--- config.mk ---
export PLATFORM = sky130hd
export DESIGN_NAME = datapath_trace_capture
export DESIGN_NICKNAME = d
export VERILOG_FILES = /design/src/rtl/datapath_trace_capture.sv
export SDC_FILE = /design/constraint.sdc
export NUM_CORES = 2
export LEC_CHECK = 0
export ABC_CLOCK_PERIOD_IN_PS = 21400
export CORE_MARGIN = 2
export CORE_UTILIZATION = 57
export DETAILED_ROUTE_END_ITERATION = 7
export GPL_ROUTABILITY_DRIVEN = 0
export PLACE_DENSITY = 0.8
export SLEW_MARGIN = 20
export SYNTH_ARGS = -nofsm -noshare
export SYNTH_HDL_FRONTEND = slang
export SYNTH_SLANG_ARGS = --single-unit
export TNS_END_PERCENT = 20
--- constraint.sdc ---
create_clock -name Clk -period 21.4 [get_ports Clk]
set_input_delay 2.14 -clock Clk [delete_from_list [all_inputs] [get_ports Clk]]
set_output_delay 2.14 -clock Clk [all_outputs]
set_load 0.1 [all_outputs]
--- src/rtl/datapath_trace_capture.sv ---
// Trace capture for DataPath observation outputs: one 128-bit record per new
// ProgramCount value, buffered in a show-ahead FIFO that never stalls the core.
module datapath_trace_capture #(
  parameter int unsigned DEPTH  = 16,
  parameter int unsigned ADDR_W = 4
) (
  input  logic              Clk,
  input  logic              Reset,
  input  logic              Enable,
  input  logic [31:0]       WriteData,
  input  logic [31:0]       ProgramCount,
  input  logic [31:0]       HIRegOutput,
  input  logic [31:0]       LORegOutput,
  input  logic              RdReq,
  input  logic              ClearOverflow,
  output logic              RdValid,
  output logic [31:0]       RdPC,
  output logic [31:0]       RdData,
  output logic [31:0]       RdHI,
  output logic [31:0]       RdLO,
  output logic [ADDR_W:0]   Count,
  output logic              Overflow,
  output logic [7:0]        DropCount
);

  typedef enum logic [1:0] {ST_IDLE, ST_PRIME, ST_RUN} state_t;

  localparam logic [ADDR_W:0] LP_FULL = (ADDR_W+1)'(DEPTH);

  state_t              r_state;
  state_t              w_next;
  logic [31:0]         r_last_pc;
  logic [127:0]        r_mem [DEPTH];
  logic [ADDR_W-1:0]   r_wr_ptr;
  logic [ADDR_W-1:0]   r_rd_ptr;
  logic [ADDR_W:0]     r_count;
  logic                r_overflow;
  logic [7:0]          r_drop_cnt;

  logic                w_push;
  logic                w_pop;
  logic                w_full;
  logic                w_accept;
  logic                w_drop;
  logic [127:0]        w_head;

  // Capture FSM state register
  always_ff @(posedge Clk or negedge Reset) begin
    if (!Reset) r_state <= ST_IDLE;
    else        r_state <= w_next;
  end

  // Next state and capture decision; disabling always bypasses capture
  always_comb begin
    w_next = r_state;
    w_push = 1'b0;
    unique case (r_state)
      ST_IDLE:  w_next = Enable ? ST_PRIME : ST_IDLE;
      ST_PRIME: begin
        w_next = Enable ? ST_RUN : ST_IDLE;
        w_push = Enable;
      end
      ST_RUN: begin
        w_next = Enable ? ST_RUN : ST_IDLE;
        w_push = Enable && (ProgramCount != r_last_pc);
      end
      default:  w_next = ST_IDLE;
    endcase
  end

  assign w_full   = (r_count == LP_FULL);
  assign w_pop    = RdReq && (r_count != '0);
  assign w_accept = w_push && (!w_full || w_pop);
  assign w_drop   = w_push && w_full && !w_pop;

  // Last PC tracker; updated on every capture attempt, including drops
  always_ff @(posedge Clk or negedge Reset) begin
    if (!Reset)      r_last_pc <= '0;
    else if (w_push) r_last_pc <= ProgramCount;
  end

  // Record storage; contents are meaningless while Count is zero
  always_ff @(posedge Clk) begin
    if (w_accept) r_mem[r_wr_ptr] <= {ProgramCount, WriteData, HIRegOutput, LORegOutput};
  end

  // Pointers and occupancy
  always_ff @(posedge Clk or negedge Reset) begin
    if (!Reset) begin
      r_wr_ptr <= '0;
      r_rd_ptr <= '0;
      r_count  <= '0;
    end else begin
      if (w_accept) r_wr_ptr <= r_wr_ptr + ADDR_W'(1);
      if (w_pop)    r_rd_ptr <= r_rd_ptr + ADDR_W'(1);
      case ({w_accept, w_pop})
        2'b10:   r_count <= r_count + (ADDR_W+1)'(1);
        2'b01:   r_count <= r_count - (ADDR_W+1)'(1);
        default: r_count <= r_count;
      endcase
    end
  end

  // Sticky overflow and saturating drop counter; a same-edge drop beats clear
  always_ff @(posedge Clk or negedge Reset) begin
    if (!Reset) begin
      r_overflow <= 1'b0;
      r_drop_cnt <= '0;
    end else if (w_drop) begin
      r_overflow <= 1'b1;
      if (ClearOverflow)            r_drop_cnt <= 8'd1;
      else if (r_drop_cnt != 8'hFF) r_drop_cnt <= r_drop_cnt + 8'd1;
    end else if (ClearOverflow) begin
      r_overflow <= 1'b0;
      r_drop_cnt <= '0;
    end
  end

  assign w_head    = r_mem[r_rd_ptr];
  assign RdValid   = (r_count != '0);
  assign RdPC      = RdValid ? w_head[127:96] : '0;
  assign RdData    = RdValid ? w_head[95:64]  : '0;
  assign RdHI      = RdValid ? w_head[63:32]  : '0;
  assign RdLO      = RdValid ? w_head[31:0]   : '0;
  assign Count     = r_count;
  assign Overflow  = r_overflow;
  assign DropCount = r_drop_cnt;

endmodule
# Word level (Yosys, flattened, before mapping)
# Memories as Yosys holds them, arrays and structs flattened.
# Index checks and enable logic that the tools add are counted.
[totals] register_bits=56 input_bits=133 word_cells=52 mem_count=1 ram_bits=2048
[op_classes] add_sub_neg=5 reduce_logical=15 eq_ne=7 muxes=17
[mem_list] name="r_mem" words=16 word_bits=128 rd=1 rd_ports_with_merged_regs=0 wr=1 line_no="33" rtl="logic [127:0] r_mem [DEPTH];"
[ops] cell="$mux 32" count=4
[ops] cell="$mux 8" count=4
[ops] cell="$ne 32x32->1" count=1
[ops] cell="$pmux 5 s2" count=1
[ops] cell="$add 4x1->4 const B" count=2
[ops] cell="$add 8x1->8 const B" count=1
[ops] cell="$ne 8x8->1 const B" count=1
[ops] cell="$reduce_bool 2->1" count=3
[ops] cell="$add 5x1->5 const B" count=1
[ops] cell="$eq 5x5->1 const B" count=1
[ops] cell="$logic_and 1x1->1" count=5
[ops] cell="$mux 1" count=5
[ops] cell="$reduce_bool 5->1" count=1
[ops] cell="$sub 5x1->5 const B" count=1
[ops] cell="$eq 2x1->1 const B" count=2
[ops] cell="$eq 2x2->1 const B" count=2
[ops] cell="$pmux 2 s2" count=1
[ops] cell="$logic_not 1->1" count=2
[ops] cell="$logic_not 2->1" count=1
[ops] cell="$mux 2" count=1
[ops] cell="$pmux 1 s2" count=1
[ops] cell="$reduce_and 2->1" count=1
[ops] cell="$reduce_or 2->1" count=1
[ops] cell="$logic_or 1x1->1" count=1

# Depth between registers and ports, before layout
[depth] word_depth=7 mapped_depth=14 mapped_depth_nobuf=12

# Least setup slack after synthesis
# OpenSTA, ideal clock, no wires.
[synth_path] kind="in2reg" startpoint="input port ProgramCount[9]" endpoint="memory r_mem[0][0], enable pin" t_required_ns=20.427 stages=8 setup_slack_ns=4.355 t_arrival_ns=16.071 setup_time_ns=0.973 path_cell_list="xor2_1 nor4_1 nand4_1 o21ai_2 nand2_2 buf_6 nand2_1 nor4b_1"
[synth_between] elab_chain_len=6
[synth_lines] item="start, declared" line_no="11" rtl="input logic [31:0] ProgramCount,"
[synth_lines] item="$ne 32x32->1" line_no="65" rtl="w_push = Enable && (ProgramCount != r_last_pc);"
[synth_lines] item="$logic_and 1x1->1" line_no="65"
[synth_lines] item="$pmux 1 s2" line_no="57" rtl="unique case (r_state)"
[synth_lines] item="$logic_and 1x1->1" line_no="73" rtl="assign w_accept = w_push && (!w_full || w_pop);"
[synth_lines] item="$mux 1" line_no="84" rtl="if (w_accept) r_mem[r_wr_ptr] <= {ProgramCount, WriteData, HIRegOutput, LORegOutput};"
[synth_lines] item="$mux 1 (not written as such)" line_no="84"
[synth_lines] item="end, declared" line_no="33"
# Every way passes these cells.

# Worst setup path in the final report
[layout_path] startpoint="register r_rd_ptr[0]" endpoint="output port RdHI[16]"
[layout_between] elab_chain_len=2
[layout_lines] item="start, declared" line_no="35" rtl="logic [ADDR_W-1:0] r_rd_ptr;"
[layout_lines] item="start signal, assigned" line_no="95" rtl="if (w_pop) r_rd_ptr <= r_rd_ptr + ADDR_W'(1);"
[layout_lines] item="$mem_v2 16x128"
[layout_lines] item="$mux 32" line_no="123" rtl="assign RdHI = RdValid ? w_head[63:32] : '0;"
[layout_lines] item="end, declared" line_no="19" rtl="output logic [31:0] RdHI,"
# Every way passes these cells.

==> tab_implementation.tex <==
\begin{tabular}{lr}
\hline
Metric & Value \\
\hline
\multicolumn{2}{l}{\textbf{Run status}} \\
Outcome & finished, final reports clean \\
\multicolumn{2}{l}{\textbf{Logic synthesis}} \\
Avg Inst Size Synth & $\sim$25 sq um \\
Synth cell types & 45 \\
Sequential cell area fraction in the yosys report & 77.9\% \\
Synthesized instance count & 3244 \\
Post-synthesis instance area & 80700 sq um \\
Total nets after synthesis & 3391 \\
Post-synthesis register bit count & roughly 2100 \\
Warnings from Yosys & 0 \\
\multicolumn{2}{l}{\textbf{Setup path}} \\
Reg2Reg Setup Slack & 16810 ps \\
End of the worst register-to-register path & r\_mem[14][84] \\
Maximum fanout encountered on the critical timing path & 105 \\
Worst reg-to-reg path cell count & 9 \\
Capturing instance or port of the critical path & RdHI[16] \\
Data required, critical path & 19260 ps \\
Launching instance or port of the critical path & r\_rd\_ptr[0] \\
Critical path class & reg -> out \\
Critical Path Sink Type & primary output \\
Critical Path Start Type & flop \\
Worst endpoint data arrival time & 7420 ps \\
RR Startpoint & r\_last\_pc[27] \\
\multicolumn{2}{l}{\textbf{Die}} \\
Initial standard-cell utilization of the core & 57.2\% \\
Count of pins on the block boundary & about 280 \\
Standard-cell rows & $\sim$140 \\
Vertical extent of the die & 380 microns \\
Die boundary width & roughly 380 microns \\
Core area & 141000 sq um \\
Die ar. & about 140000 sq um \\
\multicolumn{2}{l}{\textbf{CTS}} \\
Quantity of gates resized following cts & 0 \\
Clock Sinks & 2104 \\
Clock Path Buffers & 3 \\
Buffer type at the clock tree root & clkbuf\_16 \\
Clock tree from TritonCTS & done \\
Clock Latency Late Sink & 850 ps \\
CTS buffer count & 199 \\
Register clock-pin slew on the reported worst setup and hold paths & 60 ps \\
Maximum level of the CTS H-tree & 4 \\
Post-CTS Hold Fix Bufs & 0 \\
Buffer count from post-CTS setup fixing & 0 \\
\multicolumn{2}{l}{\textbf{STA}} \\
Headroom to the max-slew limit & 21.8\% \\
Fraction of the cycle the final worst path needs & between 40 and 50\% \\
Worst hold slack & 506 ps \\
Final hold violations & 0 \\
Max Freq & 0.105 GHz \\
Setup Skew & 28.3 ps \\
Tmin final & between 9000 and 10000 ps \\
Setup Total Neg Slack & 0 ps \\
Max-slew violation count & 0 \\
Tightest Pin Transition & about 1200 ps \\
RSZ-0062 raised after global routing & false \\
Setup-failing EPs final & 0 \\
\multicolumn{2}{l}{\textbf{Cells and area}} \\
Area added between synthesis and finish & 13.9\% \\
Total number of nets in the final design & 3774 \\
Number of cells in the finished layout apart from fillers & $\sim$5700 \\
Fill cell instance count of the final layout & 8544 \\
Post-route design area & 92000 sq um \\
Commonest non-fill, non-tap cell in the layout & edfxtp\_1 \\
Ratio of cells with drive above 1 in the final layout & a little over a quarter \\
Commonest cells after routing, fill and taps aside & edfxtp\_1, mux4\_2, clkdlybuf4s50\_1 \\
\multicolumn{2}{l}{\textbf{Placed design}} \\
Placed wire-length estimate & 89400 microns \\
Number of I/O port buffers & $\sim$280 \\
\# placed instances & 5314 \\
Placement Cell Area & $\sim$86000 sq um \\
\multicolumn{2}{l}{\textbf{Route}} \\
Detailed-router iteration count before antenna repair & 5 \\
Post-Route WL & approximately 190000 microns \\
Via Count & roughly 37000 \\
DR vias/cell & approximately 6.5 \\
Initial detailed-routing violation count & 5031 \\
Count of nets left with antenna violations after detail routing & 0 \\
Final routed DRC violation total & 0 \\
Routed length per placed instance & 33.5 microns \\
\multicolumn{2}{l}{\textbf{Global routing}} \\
Largest net degree at the start of global routing & 158 \\
Most Crowded Layer GR & met2 \\
Global-route wire length before repair & 273000 microns \\
Fraction of met1 tracks used by global routing & 35.9\% \\
Vias in the first global route & 38700 \\
Met2 global-route usage & 43.3\% \\
Total Routing Usage GR & 26.5\% \\
Antenna violations before repair & 29 \\
GRT overflow & 0 \\
Fraction of met3 tracks used by global routing & 6.00\% \\
\multicolumn{2}{l}{\textbf{Power}} \\
Sequential cell fraction of total power & 35.8\% \\
Switching power summed over all nets & about 5000 uW \\
Clock share of power & 25.8\% \\
Total power & 13400 uW \\
Worst IR Drop VDD & 211 uV \\
Int Power & about 8400 uW \\
Logic pwr share & 38.4\% \\
Fraction of power spent switching nets & 37.2\% \\
Leakage power total & 0.0286 uW \\
Power density relative to cell area & 146 nW/um\^{}2 \\
\multicolumn{2}{l}{\textbf{Run}} \\
Max Cap Viol & 0 \\
\multicolumn{2}{l}{\textbf{Hold path}} \\
Min-delay worst type & reg -> reg \\
\hline
\end{tabular}
==> power groups by stage <==
stage / Combinational [uW] / Sequential [uW] / Clock (uW)
CTS: 5200 / 4800 / 3500
finish: 5140 / 4790 / 3460
global placement: 5100 / 4870 / 0
global route: 5340 / 4810 / 3640
detailed placement: 5130 / 4880 / 0
floorplan: 4060 / 4810 / 0
==> layout make-up <==
class / count / area [sq um] / area share [%]
inverter: 8 / 30.0 / 0.0326
multi-input combinational: 967 / 16900 / 18.4
sequential: 2104 / 62900 / 68.4
antenna: 8 / 20.0 / 0.0218
clock buffer: 253 / 5290 / 5.75
clock inverter: 113 / 1110 / 1.21
tap: 1890 / 2360 / 2.57
timing repair buffer: 347 / 3380 / 3.68
==> state kept, by name, summed over array words and instances (netlist names) <==
register	count
DropCount	8
Overflow	1
r_state	2
r_mem	2048
r_wr_ptr	4
r_last_pc	32
Count	5
r_rd_ptr	4
==> worst max-delay path, cell delays in order, from the launching register on <==
cell	delay, ps
dfrtp_4	970
buf_4	690
buf_4	790
buf_12	690
buf_4	870
mux4_2	600
mux4_2	500
and2_1	210
clkdlybuf4s50_1	1000
==> how the worst min path moves through the flow <==
| stage | end | cells after the start | slack (ps) | from |
|---|---|---|---|---|
| after global routing | r_last_pc[31] | 1 | 520 | r_last_pc[31] |
| after floorplan | r_last_pc[0] | 1 | 480 | r_last_pc[0] |
| after global placement | r_last_pc[31] | 1 | 490 | r_last_pc[31] |
| after CTS | r_last_pc[20] | 1 | 510 | r_last_pc[20] |
| final | r_last_pc[20] | 1 | 510 | r_last_pc[20] |
| after detailed placement | r_last_pc[24] | 1 | 500 | r_last_pc[24] |
==> cell usage after synthesis (all sizes together) <==
| master | number | area (sq um) |
|---|---|---|
| a2111oi | 2 | 17.5 |
| a21o | 2 | 15.0 |
| a21oi | 6 | 30.0 |
| a22o | 1 | 8.76 |
| a2bb2o | 1 | 10.0 |
| a311oi | 1 | 8.76 |
| a31o | 1 | 8.76 |
| a31oi | 1 | 6.26 |
| and2 | 130 | 813 |
| and3 | 8 | 50.1 |
| and3b | 1 | 8.76 |
| and4b | 2 | 20.0 |
| buf | 93 | 754 |
| clkbuf | 72 | 270 |
| dfrtp | 56 | 1400 |
| edfxtp | 2048 | 61500 |
| fa | 1 | 20.0 |
| ha | 13 | 163 |
| inv | 8 | 30.0 |
| mux2 | 35 | 394 |
| mux2i | 3 | 33.8 |
| mux4 | 640 | 14400 |
| nand2 | 17 | 66.3 |
| nand2b | 1 | 6.26 |
| nand3 | 7 | 35.0 |
| nand3b | 1 | 7.51 |
| nand4 | 5 | 31.3 |
| nor2 | 16 | 60.1 |
| nor2b | 2 | 12.5 |
| nor3 | 2 | 10.0 |
| nor4 | 9 | 56.3 |
| nor4b | 4 | 35.0 |
| o21a | 1 | 7.51 |
| o21ai | 8 | 43.8 |
| o32ai | 1 | 8.76 |
| or3 | 2 | 12.5 |
| xnor2 | 9 | 78.8 |
| xor2 | 34 | 298 |
==> metrics by stage <==
step / setup slack [ps] / utilization [%]
after floorplan: 4360 / -
after global placement: 12500 / 60.6
after detailed placement: 12470 / 60.6
after CTS: 11580 / 65.2
after global routing: 11200 / 65.2
final: 11840 / 65.2
==> kinds of logic after synthesis <==
group                    after synthesis  share of synthesized area, %
AO/OA/AOI/OAI                         25                         0.205
AND/OR/NAND/NOR                      207                          1.52
adder cells (fa/ha/maj)               14                         0.226
buffers and inverters                173                          1.31
XOR/XNOR                              43                         0.466
flip-flops                          2104                          77.9
multiplexers                         678                          18.4
==> per-layer routing <==
layer | share of wire (%) | vias up
met3 | 9.4 | 334
met2 | 51 | 2271
met4 | 2.7 | 38
met5 | 0.12 | -
met1 | 37 | 19800
li1 | - | 14700
(Power assumes the default switching activity.)
